`config.mk`:
```
export PLATFORM = sky130hd
export DESIGN_NAME = common_lru_way_allocator
export DESIGN_NICKNAME = d
export VERILOG_FILES = /design/src/rtl/common_lru_pkg.sv /design/src/rtl/common_lru_way_prio_onehot.sv /design/src/rtl/common_lru_way_allocator.sv
export SDC_FILE = /design/constraint.sdc
export NUM_CORES = 1
export LEC_CHECK = 0
export CAP_MARGIN = 20
export CORE_MARGIN = 3
export CORE_UTILIZATION = 33
export CTS_CLUSTER_SIZE = 28
export DETAILED_ROUTE_END_ITERATION = 10
export GPL_TIMING_DRIVEN = 0
export PLACE_DENSITY_LB_ADDON = 0.3
export SLEW_MARGIN = 20
export SYNTH_ARGS = -nofsm -noshare
export SYNTH_HDL_FRONTEND = slang
export SYNTH_SLANG_ARGS = --single-unit
```
`constraint.sdc`:
```
create_clock -name clk -period 1 [get_ports clk]
set_input_delay 0.3 -clock clk [delete_from_list [all_inputs] [get_ports clk]]
set_output_delay 0.3 -clock clk [all_outputs]
set_load 0.005 [all_outputs]
```
`src/rtl/common_lru_pkg.sv`:
```
// -----------------------------------------------------------------------------
// common_lru_pkg
// Shared definitions for the LRU way allocator:
//   STATE_IDLE / STATE_ALLOC  allocator state encodings
//   alloc_state_t             enum built on those encodings
//   onehot_check(vec)         1 when vec has exactly one bit set (vec up to
//                             MAX_WAYS bits, zero-extended by the caller)
// -----------------------------------------------------------------------------
package common_lru_pkg;

  localparam logic STATE_IDLE  = 1'b0;
  localparam logic STATE_ALLOC = 1'b1;

  localparam int MAX_WAYS = 16;

  typedef enum logic {
    ST_IDLE  = STATE_IDLE,
    ST_ALLOC = STATE_ALLOC
  } alloc_state_t;

  function automatic bit onehot_check(input logic [MAX_WAYS-1:0] vec);
    logic [MAX_WAYS-1:0] one;
    one = {{(MAX_WAYS-1){1'b0}}, 1'b1};
    return (vec != '0) && ((vec & (vec - one)) == '0);
  endfunction

endpackage

```
`src/rtl/common_lru_way_prio_onehot.sv`:
```
// -----------------------------------------------------------------------------
// common_lru_way_prio_onehot
// Lowest-set-bit isolator. Output has only the lowest set bit of vec;
// an all-zero input gives an all-zero output.
// Ports:
//   vec  in   W  input vector
//   low  out  W  one-hot (or zero) lowest set bit of vec
// -----------------------------------------------------------------------------
module common_lru_way_prio_onehot #(
  parameter int W = 4
) (
  input  logic [W-1:0] vec,
  output logic [W-1:0] low
);

  // seen[i] = some bit below i is set
  logic [W-1:0] seen;

  assign seen[0] = 1'b0;

  for (genvar gi = 0; gi < W; gi++) begin : g_bit
    assign low[gi] = vec[gi] & ~seen[gi];
    if (gi < W - 1) begin : g_chain
      assign seen[gi+1] = seen[gi] | vec[gi];
    end
  end

endmodule

```
`src/rtl/common_lru_way_allocator.sv`:
```
// -----------------------------------------------------------------------------
// common_lru_way_allocator
// Way allocation / touch controller sitting after a one-hot pseudo-LRU tree.
// Picks a fill victim (lowest invalid way, else the LRU victim), holds it
// through the refill handshake, then commits it (valid bit + LRU touch).
// Hit touches share the single LRU update port; a commit has priority.
//
// Optional feature macro: COMMON_LRU_WAY_ALLOCATOR_ONEHOT_ERR_EN
//   adds err_onehot, a sticky flag set when the LRU victim is sampled while
//   not exactly one-hot.
//
// Ports (W = 1 << WAY_COUNT_LOG2):
//   clk          in   1  clock
//   reset        in   1  asynchronous active-low reset
//   lru_qaddr    in   W  one-hot LRU victim from the tree
//   lru_waddr    out  W  registered touch address to the tree
//   lru_wen      out  1  registered touch strobe
//   alloc_valid  in   1  allocation request
//   alloc_ready  out  1  idle, request can be accepted
//   alloc_way    out  W  granted way, stable while alloc_busy
//   alloc_busy   out  1  allocation outstanding
//   fill_done    in   1  refill complete, commit
//   fill_abort   in   1  refill cancelled (wins over fill_done)
//   touch_valid  in   1  hit-touch request
//   touch_way    in   W  way hit
//   touch_ready  out  1  touch accepted this cycle
//   inv_en       in   1  invalidate ways in inv_way
//   inv_way      in   W  invalidate mask
//   inv_all      in   1  clear all valid bits
//   way_valid    out  W  per-way valid bits
//   err_onehot   out  1  (macro only) sticky non-one-hot victim flag
// -----------------------------------------------------------------------------
module common_lru_way_allocator
  import common_lru_pkg::*;
#(
  parameter  int WAY_COUNT_LOG2 = 2,
  localparam int W              = 1 << WAY_COUNT_LOG2
) (
  input  logic         clk,
  input  logic         reset,
  input  logic [W-1:0] lru_qaddr,
  output logic [W-1:0] lru_waddr,
  output logic         lru_wen,
  input  logic         alloc_valid,
  output logic         alloc_ready,
  output logic [W-1:0] alloc_way,
  output logic         alloc_busy,
  input  logic         fill_done,
  input  logic         fill_abort,
  input  logic         touch_valid,
  input  logic [W-1:0] touch_way,
  output logic         touch_ready,
  input  logic         inv_en,
  input  logic [W-1:0] inv_way,
  input  logic         inv_all,
  output logic [W-1:0] way_valid
`ifdef COMMON_LRU_WAY_ALLOCATOR_ONEHOT_ERR_EN
  ,
  output logic         err_onehot
`endif
);

  alloc_state_t state_reg, state_next;
  logic [W-1:0] alloc_way_reg, alloc_way_next;
  logic [W-1:0] way_valid_reg, way_valid_next;
  logic [W-1:0] lru_waddr_reg, lru_waddr_next;
  logic         lru_wen_reg, lru_wen_next;

  logic [W-1:0] free_low, victim_low, victim, inv_mask;
  logic         accept, commit, abort, touch_accept, any_free;

  common_lru_way_prio_onehot #(.W(W)) u_free_prio (
    .vec (~way_valid_reg),
    .low (free_low)
  );

  common_lru_way_prio_onehot #(.W(W)) u_victim_prio (
    .vec (lru_qaddr),
    .low (victim_low)
  );

  assign any_free     = ~&way_valid_reg;
  // A zero victim from the tree falls back to way 0.
  assign victim       = any_free ? free_low
                      : ((victim_low != '0) ? victim_low : {{(W-1){1'b0}}, 1'b1});

  assign accept       = alloc_valid & (state_reg == ST_IDLE);
  assign commit       = (state_reg == ST_ALLOC) & fill_done & ~fill_abort;
  assign abort        = (state_reg == ST_ALLOC) & fill_abort;
  assign touch_ready  = ~commit;
  assign touch_accept = touch_valid & touch_ready;

  assign inv_mask     = inv_all ? '1 : (inv_en ? inv_way : '0);

  // Next-state logic
  always_comb begin
    state_next = state_reg;
    case (state_reg)
      ST_IDLE:  if (accept)           state_next = ST_ALLOC;
      ST_ALLOC: if (commit || abort)  state_next = ST_IDLE;
      default:                        state_next = ST_IDLE;
    endcase
  end

  // Datapath next values
  always_comb begin
    alloc_way_next = alloc_way_reg;
    lru_wen_next   = 1'b0;
    lru_waddr_next = lru_waddr_reg;
    if (accept) begin
      alloc_way_next = victim;
    end
    if (commit) begin
      lru_wen_next   = 1'b1;
      lru_waddr_next = alloc_way_reg;
    end else if (touch_accept) begin
      lru_wen_next   = 1'b1;
      lru_waddr_next = touch_way;
    end
    // Invalidate is applied after the commit set so it wins on the same way.
    way_valid_next = (way_valid_reg | (commit ? alloc_way_reg : '0)) & ~inv_mask;
  end

  always_ff @(posedge clk or negedge reset) begin
    if (!reset) begin
      state_reg     <= ST_IDLE;
      alloc_way_reg <= '0;
      way_valid_reg <= '0;
      lru_wen_reg   <= 1'b0;
      lru_waddr_reg <= '0;
    end else begin
      state_reg     <= state_next;
      alloc_way_reg <= alloc_way_next;
      way_valid_reg <= way_valid_next;
      lru_wen_reg   <= lru_wen_next;
      lru_waddr_reg <= lru_waddr_next;
    end
  end

`ifdef COMMON_LRU_WAY_ALLOCATOR_ONEHOT_ERR_EN
  logic err_reg;

  // The victim path only samples lru_qaddr when an accept finds no free way.
  always_ff @(posedge clk or negedge reset) begin
    if (!reset) begin
      err_reg <= 1'b0;
    end else if (accept && !any_free && !onehot_check(MAX_WAYS'(lru_qaddr))) begin
      err_reg <= 1'b1;
    end
  end

  assign err_onehot = err_reg;
`endif

  assign alloc_ready = (state_reg == ST_IDLE);
  assign alloc_busy  = (state_reg == ST_ALLOC);
  assign alloc_way   = alloc_way_reg;
  assign way_valid   = way_valid_reg;
  assign lru_wen     = lru_wen_reg;
  assign lru_waddr   = lru_waddr_reg;

endmodule

```
### After elaboration in Yosys (flattened, before gate mapping)

Cells that the tools add are included.

* shifts and indexed selects: 0
* divide/modulo/power cells: 0
* $lt $le $gt $ge: 0
* equal/unequal tests: 0
* multiplexer cells: 12
* reductions and logical operators: 4
* bitwise gates (word level): 28
* add/subtract/negate cells: 0
* $mul: 0

Operators with widths (count)
* 4-bit two-way mux: 7
* 1-bit bitwise AND: 11
* 1-bit NOT: 9
* 4-bit NOT: 2
* 4-bit bitwise AND: 1
* 1-bit two-way mux: 4
* 1-bit OR: 4
* 4-bit OR: 1
* 4-bit AND reduction: 1
* 4-bit nonzero test: 1
* 1-bit case mux with 2 select lines: 1
* 2-bit nonzero test: 1
* 1-bit logical OR: 1

* memory bits (writable): 0
* input port bits: 20
* flip-flop bits (word level): 14
* bits in read-only memories: 0
* memories: 0
* bits in latches: 0
* word-level logic and storage cells: 49
* output and inout port bits: 16

### Logic depth before layout (Yosys ltp)

* word-level depth: 7
* gate-level depth with buffers: 4
* gate-level depth less buffers: 3

### Modules after synthesis

Synthesis repeated with hierarchy kept, for this count alone.

* cells, all modules: 66
* area total of the unflattened synthesis: 700.7 µm²

Modules (own cells, without submodules)
* common_lru_way_allocator: area each 628.1 µm², sequential area each 350.3 µm², cells each 58, times used 1
* common_lru_way_prio_onehot: area each 36.3 µm², sequential area each 0.0 µm², cells each 4, times used 2

### Least setup slack after synthesis

No wires, ideal clock.

* path type: reg2out
* from: register state_reg (netlist: alloc_busy)
* to: output port touch_ready
* cell stages (with the launch flop): 4
* path slack: -0.111 ns
* buffers on the path: 1
* arrival: 0.811 ns
* required time: 0.700 ns
* cells stage by stage: dfrtp_1 and3b_2 buf_6 inv_1

* word-level cells in the longest chain between the ends: 3

Ends and longest elaborated chain
* start: declaration: line common_lru_way_allocator.sv:63 `alloc_state_t state_reg, state_next;`
* start signal: assignment: line common_lru_way_allocator.sv:132 `state_reg <= state_next;`
* 1-bit bitwise AND (2 in series): line common_lru_way_allocator.sv:88 `assign commit = (state_reg == ST_ALLOC) & fill_done & ~fill_abort;`
* 1-bit NOT: line common_lru_way_allocator.sv:90 `assign touch_ready = ~commit;`
* end: declaration: line common_lru_way_allocator.sv:52 `output logic touch_ready,`

No other way between the ends.

### Worst setup path in the final report

Ends and elaborated chain as after synthesis.

==> run_results.csv <==
group,metric,value,unit
outcome,status,"complete, but fails checks",
outcome,violations,"negative setup slack",
clock_tree,clock_path_buffers,2,
finish,finalNetCount,139,
place,gp_congestion,0.749,
worst_hold_path,hold_class,"in2async",
timing,finClkSkew,4.68,ps
clock_tree,htree_levels,1,
power,total_power,1410,uW
critical_path,worstPathRequired,700,ps
global_route,grt_pass1_wl,3180,um
logic_synthesis,syn-instance-count,60,
clock_tree,holdBufCountCts,0,
critical_path,critical-path-top-delay-family,"flip-flops",
drt,wl,2130,um
logic_synthesis,synth_area_per_cell,11.0,um2
logic_synthesis,synth_common_cells,"dfrtp_1 (14), nand2_1 (8), o21ai_0 (6)",
timing,tightest_slew,648,ps
drt,viasPerCell,4.97,
clock_tree,worstSkewPairLatency,290,ps
critical_path,crit_type,"reg2out",
place,dp_hpwl,1300,um
place,place_ws,-988,ps
clock_tree,cts.sinks,14,
floorplanning,fp-row-count,15,
place,io_buffers,34,
timing,setup_viol,29,
job,drv_cap,0,
logic_synthesis,ys_warn_count,0,
logic_synthesis,synth_area,661,um2
finish,multiInputGateArea,332,um2
finish,insertedDiodeCount,0,
critical_path,crit_fanout,2,
logic_synthesis,yosysTopAreaCell,"dfrtp_1",
logic_synthesis,async_reset_ff_frac,1.00,
finish,stdcell_area,0.00126,mm2
floorplanning,die_w,50.7,um
finish,area_delta_synth_final,91.3,%
clock_tree,cts_root_buf,"clkbuf_4",
critical_path,crit_chain,"and3b_2 > buf_6 > inv_2 > buf_6",
timing,whs,11.4,ps
critical_path,cp_common_cell,"buf_6",
global_route,antenna_found_initial,0,
timing,period_needed,1460,ps
power,leakage,0.000625,uW
critical_path,crit_path_start_kind,"flip-flop",
timing,final-max-slew-violation-count,0,
critical_path,slowest_delay,400,ps
logic_synthesis,ys_top_cells_by_area,"dfrtp_1 (53%), mux2i_1 (6.1%), o21ai_0 (4.5%)",
logic_synthesis,ys.flop_type,"dfrtp_1",
floorplanning,start_util,0.367,
logic_synthesis,ys_ff_latch,14,
finish,post-route-util,0.701,
logic_synthesis,syn_nets,80,
finish,final-seq-area,352,um2
logic_synthesis,synth_top_area_frac,0.530,
power,p_per_area,1120,mW/mm2
place,place_area,0.00103,mm2
global_route,grt-ovfl-total,0,
drt,detail-route-antenna-nets,0,
floorplanning,dieHeight,50.7,um
floorplanning,num_io_pins,36,
critical_path,path_buf_inv,3,
critical_path,crit_slowest_cell,"dfrtp_1",
timing,fmax,0.683,GHz
power,ir_worst_vdd,0.000520,V
critical_path,cp_data_arrival_time,1160,ps
drt,drc_errors,0,
drt,vias,710,
global_route,grt_max_degree,15,
logic_synthesis,seq_area_frac_synth,0.530,
finish,drive_above_1_share,0.517,
drt,drtIter0Drc,13,
finish,fillers,147,
clock_tree,clk_pin_slew,90,ps
timing,worst_slack,-464,ps
critical_path,end_kind,"output port",
logic_synthesis,synth_edf_count,0,
timing,rsz0062_at_grt,"true",
global_route,first_global_vias,683,
floorplanning,core_area,0.00180,mm2
timing,finalHoldViolCount,0,
logic_synthesis,synthDistinctLibCells,25,
timing,slew_headroom,0.567,
clock_tree,cts_tree,"yes",
logic_synthesis,synth.most_common_cell,"dfrtp_1",
drt,firstDrtPassIters,4,
clock_tree,numCtsBuffers,3,
drt,post_drt_wl_per_cell,14.9,um
timing,fin_crit_sh,1.46,
floorplanning,die_area,0.00257,mm2
global_route,grt_usage,0.175,
-- final timing paths --
kind	to	from	slack [ps]	cells past startpoint
hold reg to reg	lru_waddr[3]	lru_waddr[3]	560	2
setup / recovery	touch_ready	alloc_busy	-460	4
hold / removal	alloc_busy	reset	10	1
setup reg to reg	way_valid[2]	alloc_busy	-430	7
max in group asynchronous	way_valid[2]	reset	530	1
min in group clk	alloc_busy	fill_abort	320	2
-- what timing repair did --
item,in CTS,in global routing
endpoints found under the setup margin,29,31
gates resized for setup,84,21
cloned,1,0
setup buffers,16,6
pin swaps,8,15
-- cell usage in the layout (no fill, tap or decap), types with 3 or more instances in the layout --
cell type,Yosys,final
clkdlybuf4s50_1,0,14
mux2i_1,4,4
buf_2,0,12
clkbuf_4,0,3
buf_4,0,12
dfrtp_1,14,13
nand2_1,8,4
o21ai_1,0,4
buf_6,2,14
-- layout make-up --
type | instances | area share
buffer | 2 | 0.0129
clock buffer | 4 | 0.0287
inverter | 4 | 0.0139
multi-input combinational | 39 | 0.262
sequential | 14 | 0.278
tap | 25 | 0.0248
timing repair buffer | 55 | 0.379
-- routing by layer --
metal  part of all wire  up-vias  GRT usage  wire, um
met1               0.38      329      0.202       811
met2               0.50       37      0.287      1060
met4              0.027        0     0.0942        57
met3              0.093        6     0.0564       197
met5                  0        -          0         0
li1                   -      338          -         -
-- metrics by stage --
stage,TNS [ps],instances
after floorplan,-161,60
after global placement,-10650,119
after detailed placement,-11200,119
after CTS,-4910,139
after global routing,-6340,143
final,-5450,143
-- cells by family (layout without fill, tap and decap cells) --
family                 Yosys count  count (layout)  share of synthesized area
muxes                            4               4                     0.0606
buffers and inverters            7              65                     0.0644
AOI/OAI and AO/OA               20              20                      0.227
DFF                             14              14                      0.530
and+or+nand+nor                 15              15                      0.117
-- report_power, final --
| group | internal, uW | switching, uW | leakage, uW |
|---|---|---|---|
| logic | 217 | 149 | 0.000425 |
| registers | 604 | 19.7 | 0.000179 |
| clock network | 222 | 201 | 0.0000210 |
-- worst register-to-register path, stage by stage, from the launching register on --
cell	delay, ps
dfrtp_1	400
and3b_2	230
buf_6	120
buf_4	120
buf_6	110
buf_6	120
a21oi_4	140
a211oi_2	50
(Power assumes the default switching activity.)
